## config.mk

```make
export PLATFORM = sky130hd
export DESIGN_NAME = jtag_tap_gen2
export DESIGN_NICKNAME = d
export VERILOG_FILES = /design/src/rtl/jtag_tap_gen2.sv
export SDC_FILE = /design/constraint.sdc
export NUM_CORES = 1
export LEC_CHECK = 0
export BUFFER_PORTS_ARGS = -buffer_cell sky130_fd_sc_hd__buf_2
export CAP_MARGIN = 20
export CORE_MARGIN = 10
export CORE_UTILIZATION = 50
export CTS_BUF_LIST = sky130_fd_sc_hd__clkbuf_4 sky130_fd_sc_hd__clkbuf_8
export DETAILED_ROUTE_END_ITERATION = 8
export GPL_ROUTABILITY_DRIVEN = 0
export PLACE_DENSITY_LB_ADDON = 0.25
export SYNTH_ARGS = -nofsm -noshare
export SYNTH_HDL_FRONTEND = slang
export SYNTH_SLANG_ARGS = --single-unit
```

## constraint.sdc

```tcl
create_clock -name tck_i -period 7.4 [get_ports tck_i]
set_input_delay 0.37 -clock tck_i [delete_from_list [all_inputs] [get_ports tck_i]]
set_output_delay 0.37 -clock tck_i [all_outputs]
set_load 0.02 [all_outputs]
```

## src/rtl/jtag_tap_gen2.sv

```systemverilog
// IEEE 1149.1 TAP controller with BYPASS, IDCODE and variable-length custom DRs.
// Define JTAG_TAP_SHIFT_GUARD_EN to gate custom updates on an exact Shift-DR count (adds cust_rg_abort_o).
module jtag_tap_gen2 #(
  parameter logic [31:0] IDCODE = 32'h1000_563D,
  parameter int IR_WIDTH = 5,
  parameter int MAX_DR_WIDTH = 41,
  parameter logic [IR_WIDTH-1:0] ADDR_IDCODE = 5'h01,
  parameter int NUM_CUST_REGS = 2,
  parameter logic [((NUM_CUST_REGS > 0) ? NUM_CUST_REGS : 1)*IR_WIDTH-1:0] CUST_REG_ADDRS = {5'h11, 5'h10},
  parameter logic [((NUM_CUST_REGS > 0) ? NUM_CUST_REGS : 1)*8-1:0] CUST_REG_WIDTHS = {8'd41, 8'd32},
  parameter int CUST_ADDRW = (NUM_CUST_REGS > 1) ? $clog2(NUM_CUST_REGS) : 1
) (
  input  logic                    tck_i,
  input  logic                    trst_n_i,
  input  logic                    tms_i,
  input  logic                    tdi_i,
  output logic                    tdo_o,
  output logic                    tdo_oe_o,
  output logic                    tlr_o,
  output logic                    cust_rg_sel_o,
  output logic [CUST_ADDRW-1:0]   cust_rg_addr_o,
  output logic                    cust_rg_capture_o,
  output logic                    cust_rg_update_o,
`ifdef JTAG_TAP_SHIFT_GUARD_EN
  output logic                    cust_rg_abort_o,
`endif
  output logic [MAX_DR_WIDTH-1:0] cust_rg_dat_o,
  input  logic [MAX_DR_WIDTH-1:0] cust_rg_dat_i,
  output logic [3:0]              state_o
);

  localparam int DRW = (MAX_DR_WIDTH > 32) ? MAX_DR_WIDTH : 32;

  typedef enum logic [3:0] {
    TLR, RTI, SEL_DR, CAP_DR, SH_DR, EX1_DR, PAU_DR, EX2_DR, UPD_DR,
    SEL_IR, CAP_IR, SH_IR, EX1_IR, PAU_IR, EX2_IR, UPD_IR
  } tap_state_e;

  tap_state_e state, state_next;
  logic [IR_WIDTH-1:0] ir, ir_shift;
  logic [DRW-1:0] dr_shift, dr_shifted, dr_capture, len_mask, top_bit;
  logic is_idcode, cust_hit;
  logic [CUST_ADDRW-1:0] cust_idx;
  logic [7:0] dr_len;

  always_ff @(posedge tck_i) begin
    if (!trst_n_i) state <= TLR;
    else state <= state_next;
  end

  always_comb begin
    state_next = state;
    case (state)
      TLR:    state_next = tms_i ? TLR    : RTI;
      RTI:    state_next = tms_i ? SEL_DR : RTI;
      SEL_DR: state_next = tms_i ? SEL_IR : CAP_DR;
      CAP_DR: state_next = tms_i ? EX1_DR : SH_DR;
      SH_DR:  state_next = tms_i ? EX1_DR : SH_DR;
      EX1_DR: state_next = tms_i ? UPD_DR : PAU_DR;
      PAU_DR: state_next = tms_i ? EX2_DR : PAU_DR;
      EX2_DR: state_next = tms_i ? UPD_DR : SH_DR;
      UPD_DR: state_next = tms_i ? SEL_DR : RTI;
      SEL_IR: state_next = tms_i ? TLR    : CAP_IR;
      CAP_IR: state_next = tms_i ? EX1_IR : SH_IR;
      SH_IR:  state_next = tms_i ? EX1_IR : SH_IR;
      EX1_IR: state_next = tms_i ? UPD_IR : PAU_IR;
      PAU_IR: state_next = tms_i ? EX2_IR : PAU_IR;
      EX2_IR: state_next = tms_i ? UPD_IR : SH_IR;
      UPD_IR: state_next = tms_i ? SEL_DR : RTI;
      default: state_next = TLR;
    endcase
  end

  // All-ones always means BYPASS; among custom entries the lowest index wins.
  always_comb begin
    is_idcode = 1'b0;
    cust_hit  = 1'b0;
    cust_idx  = '0;
    dr_len    = 8'd1;
    if (ir != '1) begin
      if (ir == ADDR_IDCODE) begin
        is_idcode = 1'b1;
        dr_len    = 8'd32;
      end else begin
        for (int i = NUM_CUST_REGS - 1; i >= 0; i--) begin
          if (ir == CUST_REG_ADDRS[i*IR_WIDTH +: IR_WIDTH]) begin
            cust_hit = 1'b1;
            cust_idx = CUST_ADDRW'(i);
            dr_len   = CUST_REG_WIDTHS[i*8 +: 8];
          end
        end
      end
    end
  end

  // Shift only bits [L-1:0]; tdi enters at bit L-1 and everything above stays zero.
  always_comb begin
    top_bit    = DRW'(1) << (dr_len - 8'd1);
    len_mask   = (top_bit << 1) - DRW'(1);
    dr_shifted = ((dr_shift >> 1) & len_mask & ~top_bit) | (tdi_i ? top_bit : '0);
    if (is_idcode) dr_capture = DRW'(IDCODE);
    else if (cust_hit) dr_capture = DRW'(cust_rg_dat_i) & len_mask;
    else dr_capture = '0;
  end

  always_ff @(posedge tck_i) begin
    if (!trst_n_i) begin
      ir       <= ADDR_IDCODE;
      ir_shift <= '0;
      dr_shift <= '0;
    end else begin
      if (state_next == TLR) ir <= ADDR_IDCODE;
      else if (state == UPD_IR) ir <= ir_shift;
      case (state)
        CAP_IR: ir_shift <= IR_WIDTH'(2'b01);
        SH_IR:  ir_shift <= {tdi_i, ir_shift[IR_WIDTH-1:1]};
        CAP_DR: dr_shift <= dr_capture;
        SH_DR:  dr_shift <= dr_shifted;
        default: ;
      endcase
    end
  end

`ifdef JTAG_TAP_SHIFT_GUARD_EN
  logic [7:0] shift_cnt;

  always_ff @(posedge tck_i) begin
    if (!trst_n_i) shift_cnt <= '0;
    else if (state == CAP_DR) shift_cnt <= '0;
    else if (state == SH_DR && shift_cnt != 8'hFF) shift_cnt <= shift_cnt + 8'd1;
  end
`endif

  always_comb begin
    tlr_o             = (state == TLR);
    cust_rg_sel_o     = cust_hit;
    cust_rg_addr_o    = cust_idx;
    cust_rg_capture_o = (state == CAP_DR) && cust_hit;
`ifdef JTAG_TAP_SHIFT_GUARD_EN
    cust_rg_update_o  = (state == UPD_DR) && cust_hit && (shift_cnt == dr_len);
    cust_rg_abort_o   = (state == UPD_DR) && cust_hit && (shift_cnt != dr_len);
`else
    cust_rg_update_o  = (state == UPD_DR) && cust_hit;
`endif
  end

  always_ff @(negedge tck_i) begin
    if (!trst_n_i) begin
      tdo_o    <= 1'b0;
      tdo_oe_o <= 1'b0;
    end else if (state == SH_IR) begin
      tdo_o    <= ir_shift[0];
      tdo_oe_o <= 1'b1;
    end else if (state == SH_DR) begin
      tdo_o    <= dr_shift[0];
      tdo_oe_o <= 1'b1;
    end else begin
      tdo_o    <= 1'b0;
      tdo_oe_o <= 1'b0;
    end
  end

  assign cust_rg_dat_o = dr_shift[MAX_DR_WIDTH-1:0];
  assign state_o       = state;

endmodule

```

==> results by group <==
Worst setup path
  • Kind of launch point of the worst setup path: register
  • Worst setup startpoint: state_o[3]
  • Critical Setup Path Class: register to register
  • Capture point of the worst path: tdo_o
  • Number of cells on the worst reg-to-reg path: 4
  • Reg2reg setup slack: between 2 and 2.5 ns
  • Crit end category: register
  • R2r startpoint: state_o[3]
  • Data required time of the worst path: approximately 4.0 ns
  • Max Fanout on Critical Path: 17
  • Signal arrival time at the worst endpoint: approximately 2.0 ns
  • Reg-to-Reg End: tdo_o

Synth
  • Library cell with the highest instance count after synthesis: dfxtp_1
  • Total of flip-flops plus latches after synthesis: between 50 and 60
  • Number of synthesized flops with an enable pin: 0
  • Number of distinct library cells after synthesis: 60
  • Flip-flop cell with the highest count after synthesis: dfxtp_1
  • Fraction of synthesis flops using an asynchronous set or reset pin: 0%
  • Largest area contributor in the netlist: dfxtp_1
  • Post-Syn Instances: 434
  • Syn_nets: 484
  • Top cells by area, synth: dfxtp_1, a22oi_1, a21oi_1
  • Most common library cells after synthesis: dfxtp_1, nand2_1, clkbuf_1, a21oi_1, nor2_1
  • Cell area after technology mapping: between 0.003 and 0.004 sq mm
  • Syn_area_per_cell: ~8 sq um
  • Total of warnings raised by yosys: 0
  • Proportion of netlist area held by the largest area contributor: 33.7%
  • Share of the yosys chip area belonging to registers: approximately a third

Clocking
  • Insertion delay of the later-clocked pin in the worst-skew pair: roughly 0.37 ns
  • Depth of the CTS H-tree: 3
  • Root buffer selected by CTS: clkbuf_8
  • Clock transition at path regs: 0.07 ns
  • Total clock buffers created by CTS: 9
  • Clock sink count: 57
  • PostCTS Resize Cnt: 0
  • Clock Tree Buf Depth: 2
  • Postcts setup bufs: 0
  • TritonCTS clock tree: yes
  • Hold-fix buffers, CTS: 0

Timing
  • Rel. slew slack: 28.9%
  • Pins Over Slew Limit: 0
  • Setup violators final: 0
  • Post-route setup TNS: 0 ns
  • Actual slew at the worst max-slew pin: roughly 1.1 ns
  • Fin. Hold Viols: 0
  • Final worst clock skew: 0.0407 ns
  • RSZ-0062 raised after global routing: no

Route
  • WL per Instance: 18.7 um
  • Count of unresolved DRC violations after routing: 0
  • Number of vias after detailed routing: between 3000 and 4000
  • Avg Vias per Cell: a little over 6
  • Final ANT Viol Nets: 0
  • Total length of routed wires: between 10000 and 15000 um
  • Violation count after the first detailed-route iteration: around 300
  • Length of the first detailed-routing pass in iterations: 5

Run
  • Number of max-cap violations: 0

Floorplan
  • Die height: about 100 um
  • Area of the core: around 0.0065 sq mm
  • Initial Util: a little over half
  • Top-level I/O count: slightly below 100
  • Die Wd: just over 100 um
  • Die outline area: roughly 0.010 sq mm
  • Number of rows in the core area: 29

Power and ir drop
  • Total internal power: about 0.00052 W
  • VDD IR-drop max: 0.000104 V
  • PwrDens: 170 mW/mm^2
  • Static Leakage: around 1.8 nW
  • Proportion of power drawn by the clock network: 45.8%
  • Switching Power: ~0.00017 W
  • Reg power frac: approximately 46%
  • Combinational Power Share: 7.8%
  • Net Sw Frac: about a quarter

Finish
  • Fraction of final layout cells with drive strength greater than 1: between 20 and 25%
  • Count of inserted antenna diode cells: 0
  • Area Growth Syn to Fin: 19.7%
  • Number of fill cells: around 620
  • Final layout net count: 559
  • Final standard cell utilization of the core: 62.8%

Min path
  • Hold crit path type: input pin to register

GRT
  • Maximum number of pins on one net before global-route repair: 57
  • Combined global-route utilization of all metal layers: a little over 20%
  • Total global routing overflow: 0
  • First-pass GRT wire length: between 15000 and 20000 um
  • Number of antenna violations at the first check in global routing: 0
  • Number of global-route vias before repair: approximately 3400

Placed design
  • DPL Wire Length: a little under 8000 um
  • Number of buffer cells added on primary ports: 96

Outcome
  • Result of the run: complete, no violations
[registers in the layout (all words and copies together) (netlist names)]
name,flops
state_o,4
tdo_oe_o,1
ir,5
ir_shift,5
cust_rg_dat_o,41
tdo_o,1
[metrics by stage]
stage | hold slack, ns | cell area [sq um] | std cells | total power [W] | worst slack (ns)
final | 0.312 | 4050 | 591 | 0.000688 | 2.04
after global routing | 0.329 | 4050 | 591 | 0.000712 | 1.86
after CTS | 0.301 | 4050 | 591 | 0.000691 | 2.05
after detailed placement | 0.480 | 3840 | 574 | 0.000381 | 2.04
after global placement | 0.470 | 3840 | 574 | 0.000381 | 2.15
after floorplan | 0.448 | 3390 | 434 | 0.000357 | 2.17
[cell type report]
type,instances,area (sq um),area share (%)
clock buffers,9,124,3.06
clock inverters,9,91.3,2.25
flip-flops and latches,57,1140,28.1
well taps,77,96.3,2.38
repair buffers,99,503,12.4
inverters,10,37.5,0.926
multi-input cells,330,2060,50.8
[per-layer routing]
metal	up-vias	global-route usage [%]	routed length, um
met4	0	7.92	171
met3	17	4.66	1110
met5	-	0	0
li1	1736	-	-
met1	1711	26.7	4740
met2	196	32.3	5040
[worst max-delay path, cell delays in order (launching register included)]
cell and delay [ns]:
dfxtp_1 0.68, nand2_1 0.16, nor2_1 0.46, a32oi_1 0.18
nor2b_1 0.14
[cells by family (layout without fill, tap and decap cells)]
family                     after synthesis  count (layout)  synth area share, %
muxes                                    5               5                 1.48
DFF                                     57              57                 33.7
buffers and inverters                   47             127                 5.51
and+or+nand+nor                        166             166                 26.1
adders and majority gates                6               6                 2.14
other                                    1               1                0.111
xor gates and xnor gates                 6               6                 1.55
AOI/OAI and AO/OA                      146             146                 29.4
[how the worst min path moves through the flow]
stage                       from                end  slack (ns)  depth (start not counted)
2_1_floorplan        ir_shift[1]        ir_shift[1]        0.45                          2
3_3_place_gp   cust_rg_dat_o[17]  cust_rg_dat_o[17]        0.47                          2
3_5_place_dp   cust_rg_dat_o[17]  cust_rg_dat_o[17]        0.48                          2
4_1_cts        cust_rg_dat_i[40]  cust_rg_dat_o[40]        0.30                          3
5_1_grt        cust_rg_dat_i[40]  cust_rg_dat_o[40]        0.33                          3
6_report       cust_rg_dat_i[40]  cust_rg_dat_o[40]        0.31                          3
[power by group through the flow]
stage	combinational, W	sequential [W]	clock (W)
after detailed placement	0.0000532	0.000326	0.00000254
after floorplan	0.0000294	0.000325	0.00000254
after global placement	0.0000531	0.000325	0.00000254
after CTS	0.0000536	0.000319	0.000319
after global routing	0.0000589	0.000320	0.000333
final	0.0000538	0.000319	0.000316
[cell usage in the layout, fill, tap and decap left out, drive strengths merged, types with 4 or more instances in the layout]
cell type / netlist / routed
dfxtp: 57 / 57
ha: 5 / 5
nand2b: 8 / 8
buf: 6 / 99
or3: 5 / 5
nor2b: 17 / 17
or2: 5 / 5
a22oi: 22 / 22
and2: 17 / 17
o31ai: 6 / 6
nand3: 14 / 14
nor2: 30 / 30
nor3: 13 / 13
o221ai: 4 / 4
clkbuf: 30 / 9
inv: 11 / 12
o21a: 4 / 4
a22o: 9 / 9
nand4: 6 / 6
a21boi: 8 / 8
xnor2: 4 / 4
o21ai: 30 / 30
nand2: 38 / 38
a21oi: 30 / 30
mux2i: 5 / 5
No activity file was read; power rests on OpenSTA's default activity.
